### config.mk
export PLATFORM = sky130hd
export DESIGN_NAME = dma_rx_unpacker
export DESIGN_NICKNAME = d
export VERILOG_FILES = /design/src/rtl/dma_pkg.sv /design/src/rtl/dma_rx_fifo.sv /design/src/rtl/dma_rx_unpacker.sv
export SDC_FILE = /design/constraint.sdc
export NUM_CORES = 2
export LEC_CHECK = 0
export CORE_ASPECT_RATIO = 1.5
export CORE_UTILIZATION = 45
export CTS_BUF_LIST = sky130_fd_sc_hd__clkbuf_8
export DETAILED_ROUTE_END_ITERATION = 7
export SYNTH_ARGS = -nofsm -noshare
export SYNTH_HDL_FRONTEND = slang
export SYNTH_SLANG_ARGS = --single-unit
### constraint.sdc
create_clock -name clk -period 32.7 [get_ports clk]
set_input_delay 6.54 -clock clk [delete_from_list [all_inputs] [get_ports clk]]
set_output_delay 6.54 -clock clk [all_outputs]
set_load 0.01 [all_outputs]
### src/rtl/dma_pkg.sv
// Shared constants, header field positions and state type for the DMA receive path.
package dma_pkg;

  localparam int DMA_BEAT_W = 128;
  localparam int DMA_WORD_W = 32;
  localparam int DMA_LANES  = 4;

  localparam logic [15:0] DMA_HDR_MAGIC = 16'hD5A7;

  localparam int MAGIC_HI = 31;
  localparam int MAGIC_LO = 16;
  localparam int LEN_HI   = 15;
  localparam int LEN_LO   = 0;

  typedef enum logic {
    RX_HDR,
    RX_PAYLOAD
  } rx_state_e;

  function automatic logic [DMA_WORD_W-1:0] beat_lane(
    input logic [DMA_BEAT_W-1:0] beat,
    input logic [1:0]            lane
  );
    return beat[lane*DMA_WORD_W +: DMA_WORD_W];
  endfunction

endpackage

### src/rtl/dma_rx_fifo.sv
// Show-ahead FIFO: rdata always presents the oldest stored entry; pop consumes it.
module dma_rx_fifo #(
  parameter int DEPTH = 16,
  parameter int WIDTH = 128,
  localparam int AW    = $clog2(DEPTH),
  localparam int LVL_W = $clog2(DEPTH) + 1
) (
  input  logic             clk,
  input  logic             reset_n,
  input  logic             push,
  input  logic [WIDTH-1:0] wdata,
  input  logic             pop,
  output logic [WIDTH-1:0] rdata,
  output logic             full,
  output logic             empty,
  output logic [LVL_W-1:0] level
);

  logic [WIDTH-1:0] mem [DEPTH];
  logic [AW-1:0]    wr_ptr;
  logic [AW-1:0]    rd_ptr;
  logic             do_push;
  logic             do_pop;

  assign full    = (level == LVL_W'(DEPTH));
  assign empty   = (level == '0);
  assign do_push = push & ~full;
  assign do_pop  = pop & ~empty;
  assign rdata   = mem[rd_ptr];

  // Storage carries no reset; only the pointers and level define validity.
  always_ff @(posedge clk) begin
    if (do_push) mem[wr_ptr] <= wdata;
  end

  always_ff @(posedge clk or negedge reset_n) begin
    if (!reset_n) begin
      wr_ptr <= '0;
      rd_ptr <= '0;
      level  <= '0;
    end else begin
      if (do_push) wr_ptr <= wr_ptr + 1'b1;
      if (do_pop)  rd_ptr <= rd_ptr + 1'b1;
      case ({do_push, do_pop})
        2'b10:   level <= level + 1'b1;
        2'b01:   level <= level - 1'b1;
        default: level <= level;
      endcase
    end
  end

endmodule

### src/rtl/dma_rx_unpacker.sv
// Unpacks framed 128-bit DMA beats into a 32-bit valid/ready word stream.
// Optional statistics counters are built when DMA_RX_STATS_EN is defined.
module dma_rx_unpacker
  import dma_pkg::*;
#(
  parameter int          FIFO_DEPTH = 16,
  parameter logic [15:0] HDR_MAGIC  = DMA_HDR_MAGIC,
  localparam int         LVL_W      = $clog2(FIFO_DEPTH) + 1
) (
  input  logic                  clk,
  input  logic                  reset_n,
  input  logic [DMA_BEAT_W-1:0] dma_read_data,
  input  logic                  dma_read_valid,
  output logic [DMA_WORD_W-1:0] out_data,
  output logic                  out_valid,
  input  logic                  out_ready,
  output logic                  out_last,
  output logic [LVL_W-1:0]      fifo_level,
  output logic                  overflow,
  input  logic                  ovf_clr,
  output logic                  frame_err,
  output logic [31:0]           frame_cnt,
  output logic [31:0]           drop_cnt
);

  logic [DMA_BEAT_W-1:0] head;
  logic                  full;
  logic                  empty;
  logic                  pop;
  logic                  hdr_bad;
  logic                  hs;
  rx_state_e             state;
  logic [1:0]            lane;
  logic [15:0]           rem;
  logic [15:0]           hdr_len;

  dma_rx_fifo #(
    .DEPTH (FIFO_DEPTH),
    .WIDTH (DMA_BEAT_W)
  ) u_fifo (
    .clk     (clk),
    .reset_n (reset_n),
    .push    (dma_read_valid),
    .wdata   (dma_read_data),
    .pop     (pop),
    .rdata   (head),
    .full    (full),
    .empty   (empty),
    .level   (fifo_level)
  );

  assign hdr_len   = head[LEN_HI:LEN_LO];
  assign hdr_bad   = (state == RX_HDR) & ~empty & (head[MAGIC_HI:MAGIC_LO] != HDR_MAGIC);
  assign out_valid = (state == RX_PAYLOAD) & ~empty;
  assign out_last  = out_valid & (rem == 16'd1);
  assign out_data  = out_valid ? beat_lane(head, lane) : '0;
  assign hs        = out_valid & out_ready;

  // A beat leaves the FIFO when its header is rejected or empty, or its last used lane is taken.
  always_comb begin
    pop = 1'b0;
    case (state)
      RX_HDR:     pop = hdr_bad | (~empty & (hdr_len == 16'd0));
      RX_PAYLOAD: pop = hs & ((rem == 16'd1) | (lane == 2'(DMA_LANES - 1)));
      default:    pop = 1'b0;
    endcase
  end

  always_ff @(posedge clk or negedge reset_n) begin
    if (!reset_n) begin
      state     <= RX_HDR;
      lane      <= '0;
      rem       <= '0;
      frame_err <= 1'b0;
    end else begin
      frame_err <= hdr_bad;
      case (state)
        RX_HDR: begin
          if (~empty && !hdr_bad && hdr_len != 16'd0) begin
            rem   <= hdr_len;
            lane  <= 2'd1;
            state <= RX_PAYLOAD;
          end
        end
        RX_PAYLOAD: begin
          if (hs) begin
            rem <= rem - 16'd1;
            if (rem == 16'd1) begin
              lane  <= '0;
              state <= RX_HDR;
            end else begin
              lane <= lane + 2'd1;
            end
          end
        end
        default: state <= RX_HDR;
      endcase
    end
  end

  // A new drop wins over a clear arriving in the same cycle.
  always_ff @(posedge clk or negedge reset_n) begin
    if (!reset_n)                  overflow <= 1'b0;
    else if (dma_read_valid & full) overflow <= 1'b1;
    else if (ovf_clr)              overflow <= 1'b0;
  end

`ifdef DMA_RX_STATS_EN
  logic frame_done;

  assign frame_done = ((state == RX_HDR) & ~empty & ~hdr_bad & (hdr_len == 16'd0)) |
                      (hs & (rem == 16'd1));

  always_ff @(posedge clk or negedge reset_n) begin
    if (!reset_n) begin
      frame_cnt <= '0;
      drop_cnt  <= '0;
    end else begin
      if (frame_done)            frame_cnt <= frame_cnt + 32'd1;
      if (dma_read_valid & full) drop_cnt  <= drop_cnt + 32'd1;
    end
  end
`else
  assign frame_cnt = '0;
  assign drop_cnt  = '0;
`endif

endmodule

==> reports/qor.txt <==
Startpoint Class -> register
CTS H-tree lvls -> 5
Syn-to-layout area delta -> 12.1%
DIE AREA -> 0.182 mm^2
Total GRT Usage -> 23.5%
Post-synthesis cell count -> 4043
Area share of the largest cell type after synthesis -> 75.7%
# rows -> 190
Status -> finished clean
Crit-path max FO -> 109
Multi-input logic area -> 0.0176 mm^2
Setup violations, final -> 0
Filler cell count -> 14397
Total power -> 0.00802 W
Top_reg_cell synth -> edfxtp_1
Vias in the first global route -> 43224
Synth Register Bits -> 2082
Post-CTS Resized -> 0
Internal Pwr Total -> 0.00520 W
DR WL/cell -> 30.5 um
Drt via density -> 5.99
Sink Count -> 2082
Synth Area per Inst -> 20.1 um^2
Sequential area share after synthesis -> 76.7%
Post-synth cell types -> 62
RSZ-0062 raised after global routing -> no
Least-Margin Pin Slew -> 1.13 ns
Sw power -> 0.00282 W
Latest clock arrival within the worst-skew pair -> 1.02 ns
CP required -> 26.16 ns
Register area -> 0.0624 mm^2
CTS tree -> done
Skew final -> 0.0661 ns
Initial antenna violation count -> 39
Root buf cell -> clkbuf_8
CORE AREA -> 0.179 mm^2
Tcrit/Tclk final -> 44.0%
CTS Buf Count -> 321
Slew margin rel. -> 24.6%
Clock-pin slew on the worst setup and hold paths -> 0.07 ns
Number of synthesized flops with an enable pin -> 2048
Pwr dens -> 88.0 mW/mm^2
I/O pins -> 238
Setup CP Type -> register to primary output
Die height -> 523 um
Initial core utilization -> 45.4%
DRT antenna net count -> 0
Commonest cells after routing, fill and taps aside -> 2048 x edfxtp_1, 432 x mux2i_1, 332 x clkbuf_8, 292 x mux4_2, 172 x clkdlybuf4s50_1
Sw Share -> 35.2%
Pleak -> 29.9 nW
Final hold violations -> 0
Most common cell after layout, fill and taps aside -> edfxtp_1
Drt pass-1 iters -> 5
DRC -> 0
Part of the power in registers -> 41.5%
Worst vdd ir -> 0.0705 mV
Hold crit path type -> register to register
Pin count of the biggest net entering global routing -> 110
Final min period -> 14.40 ns
IO Port Bufs -> 173
Layout cells sized above 1 -> 17.4%
Hold bufs inserted after CTS -> 0
Achievable Freq -> 0.0695 GHz
Final Max Slew Viols -> 0
DP Wirelength -> 113 mm
Gate power share -> 34.5%
Max clock buf depth -> 4
Clock share of power -> 24.0%
Cell taking the most area after synthesis -> edfxtp_1
CP arrival -> 7.86 ns
Netlist Area Pre-Place -> 0.0813 mm^2
Ys async rst share -> 1.63%
Final wirelength -> 214 mm
Number of post-CTS setup repair buffers -> 0
Synth area leaders -> edfxtp_1 76%, mux4_2 8.1%, mux2i_1 5.3%
Via Count -> 42011
Final RePlAce weighted congestion -> 0.813
Final nets -> 4545
Post-Place Setup Slack -> 19.32 ns
First-pass GRT wire length -> 305 mm
Worst setup EP type -> primary output
Max_cap viols -> 0
Setup TNS Final -> 0 ns
Initial DRC Count -> 3661
Synthesis Warnings -> 0
Remaining Overflow, GRT -> 0
Fin worst setup slack -> 18.30 ns
Die X -> 349 um
-- layer usage --
layer	track usage, %	vias to the layer above	share of wire, %
li1	-	17604	-
met1	30.5	22416	40
met2	39.8	1602	50
met3	5.03	357	6.8
met4	6.70	32	2.4
met5	0	-	0.097
-- cells by family (layout without fill, tap and decap cells) --
kind of cell / Yosys count / in the layout / share of synthesized area [%]
compound gates: 616 / 616 / 5.49
xor+xnor: 10 / 10 / 0.108
fa+ha+maj: 13 / 13 / 0.209
buf+inv: 320 / 819 / 2.10
flops: 2082 / 2082 / 76.7
mux: 741 / 741 / 13.9
other cells: 1 / 77 / 0.00461
simple gates: 260 / 260 / 1.53
-- path summary, 6_finish.rpt --
| path | startpoint | end | slack (ns) | depth (start not counted) |
|---|---|---|---|---|
| worst max-delay path | u_fifo.rd_ptr[0] | out_data[21] | 18.30 | 12 |
| worst min-delay path | rem[15] | rem[15] | 0.52 | 1 |
| worst max register to register | u_fifo.rd_ptr[0] | u_fifo.level[4] | 25.74 | 20 |
| worst min register to register | rem[15] | rem[15] | 0.52 | 1 |
| max in group asynchronous | reset_n | u_fifo.rd_ptr[1] | 26.29 | 1 |
| min in group asynchronous | reset_n | overflow | 5.68 | 1 |
-- cells in the mapped netlist, types with 12 or more instances --
master and n:
edfxtp_1 2048, mux2i_1 432, mux4_2 292, clkbuf_1 128, o221ai_1 128, nand2_1 105, a21oi_1 89, a221oi_1 87
a211oi_1 85, buf_2 72, buf_4 69, o21ai_0 67, o22ai_1 64, a22oi_1 62, nor2_1 44, nor3_1 44
dfrtp_1 34, inv_1 17, buf_1 16, nand3_1 16, a22o_1 13, ha_1 12, mux4_1 12
-- registers in the layout (all words and copies together) (netlist names) --
register and cells:
u_fifo.mem 2048, rem 16, u_fifo.level 5, u_fifo.rd_ptr 4
u_fifo.wr_ptr 4, lane 2, frame_err 1, overflow 1
state 1
-- worst max-delay path: stages, from the launching register on --
cell             delay, ns
dfrtp_4               0.64
buf_12                0.54
buf_12                0.67
buf_4                 0.81
buf_4                 0.79
buf_4                 0.73
mux2i_1               0.18
a221oi_1              0.36
o21ai_0               0.15
a21oi_1               0.20
a211oi_1              0.08
nor3_1                0.64
clkdlybuf4s50_1       0.67
-- stage by stage --
step	hold slack [ns]	instances	area [um^2]	util, %
floorplan	0.471	4106	81500	-
global placement	0.497	6476	85600	47.8
CTS	0.515	7005	91100	50.9
finish	0.517	7018	91100	50.9
global route	0.543	7010	91100	50.9
detailed placement	0.501	6476	85600	47.8
-- power by group through the flow --
stage | logic (W) | clock network (W) | registers, W
2_1_floorplan | 0.00174 | 0 | 0.00337
3_3_place_gp | 0.00277 | 0 | 0.00337
3_5_place_dp | 0.00279 | 0 | 0.00338
4_1_cts | 0.00279 | 0.00196 | 0.00333
5_1_grt | 0.00292 | 0.00208 | 0.00335
6_report | 0.00277 | 0.00192 | 0.00333
-- cell type report --
type / count / share of cell area, %
well taps: 2400 / 3.29
clock buffers: 332 / 5.01
multi-input cells: 1704 / 19.3
flip-flops and latches: 2082 / 68.4
repair buffers: 271 / 2.81
clock inverters: 197 / 0.998
inverters: 19 / 0.0837
diodes: 13 / 0.0357
Power figures use the tool's default switching activity.
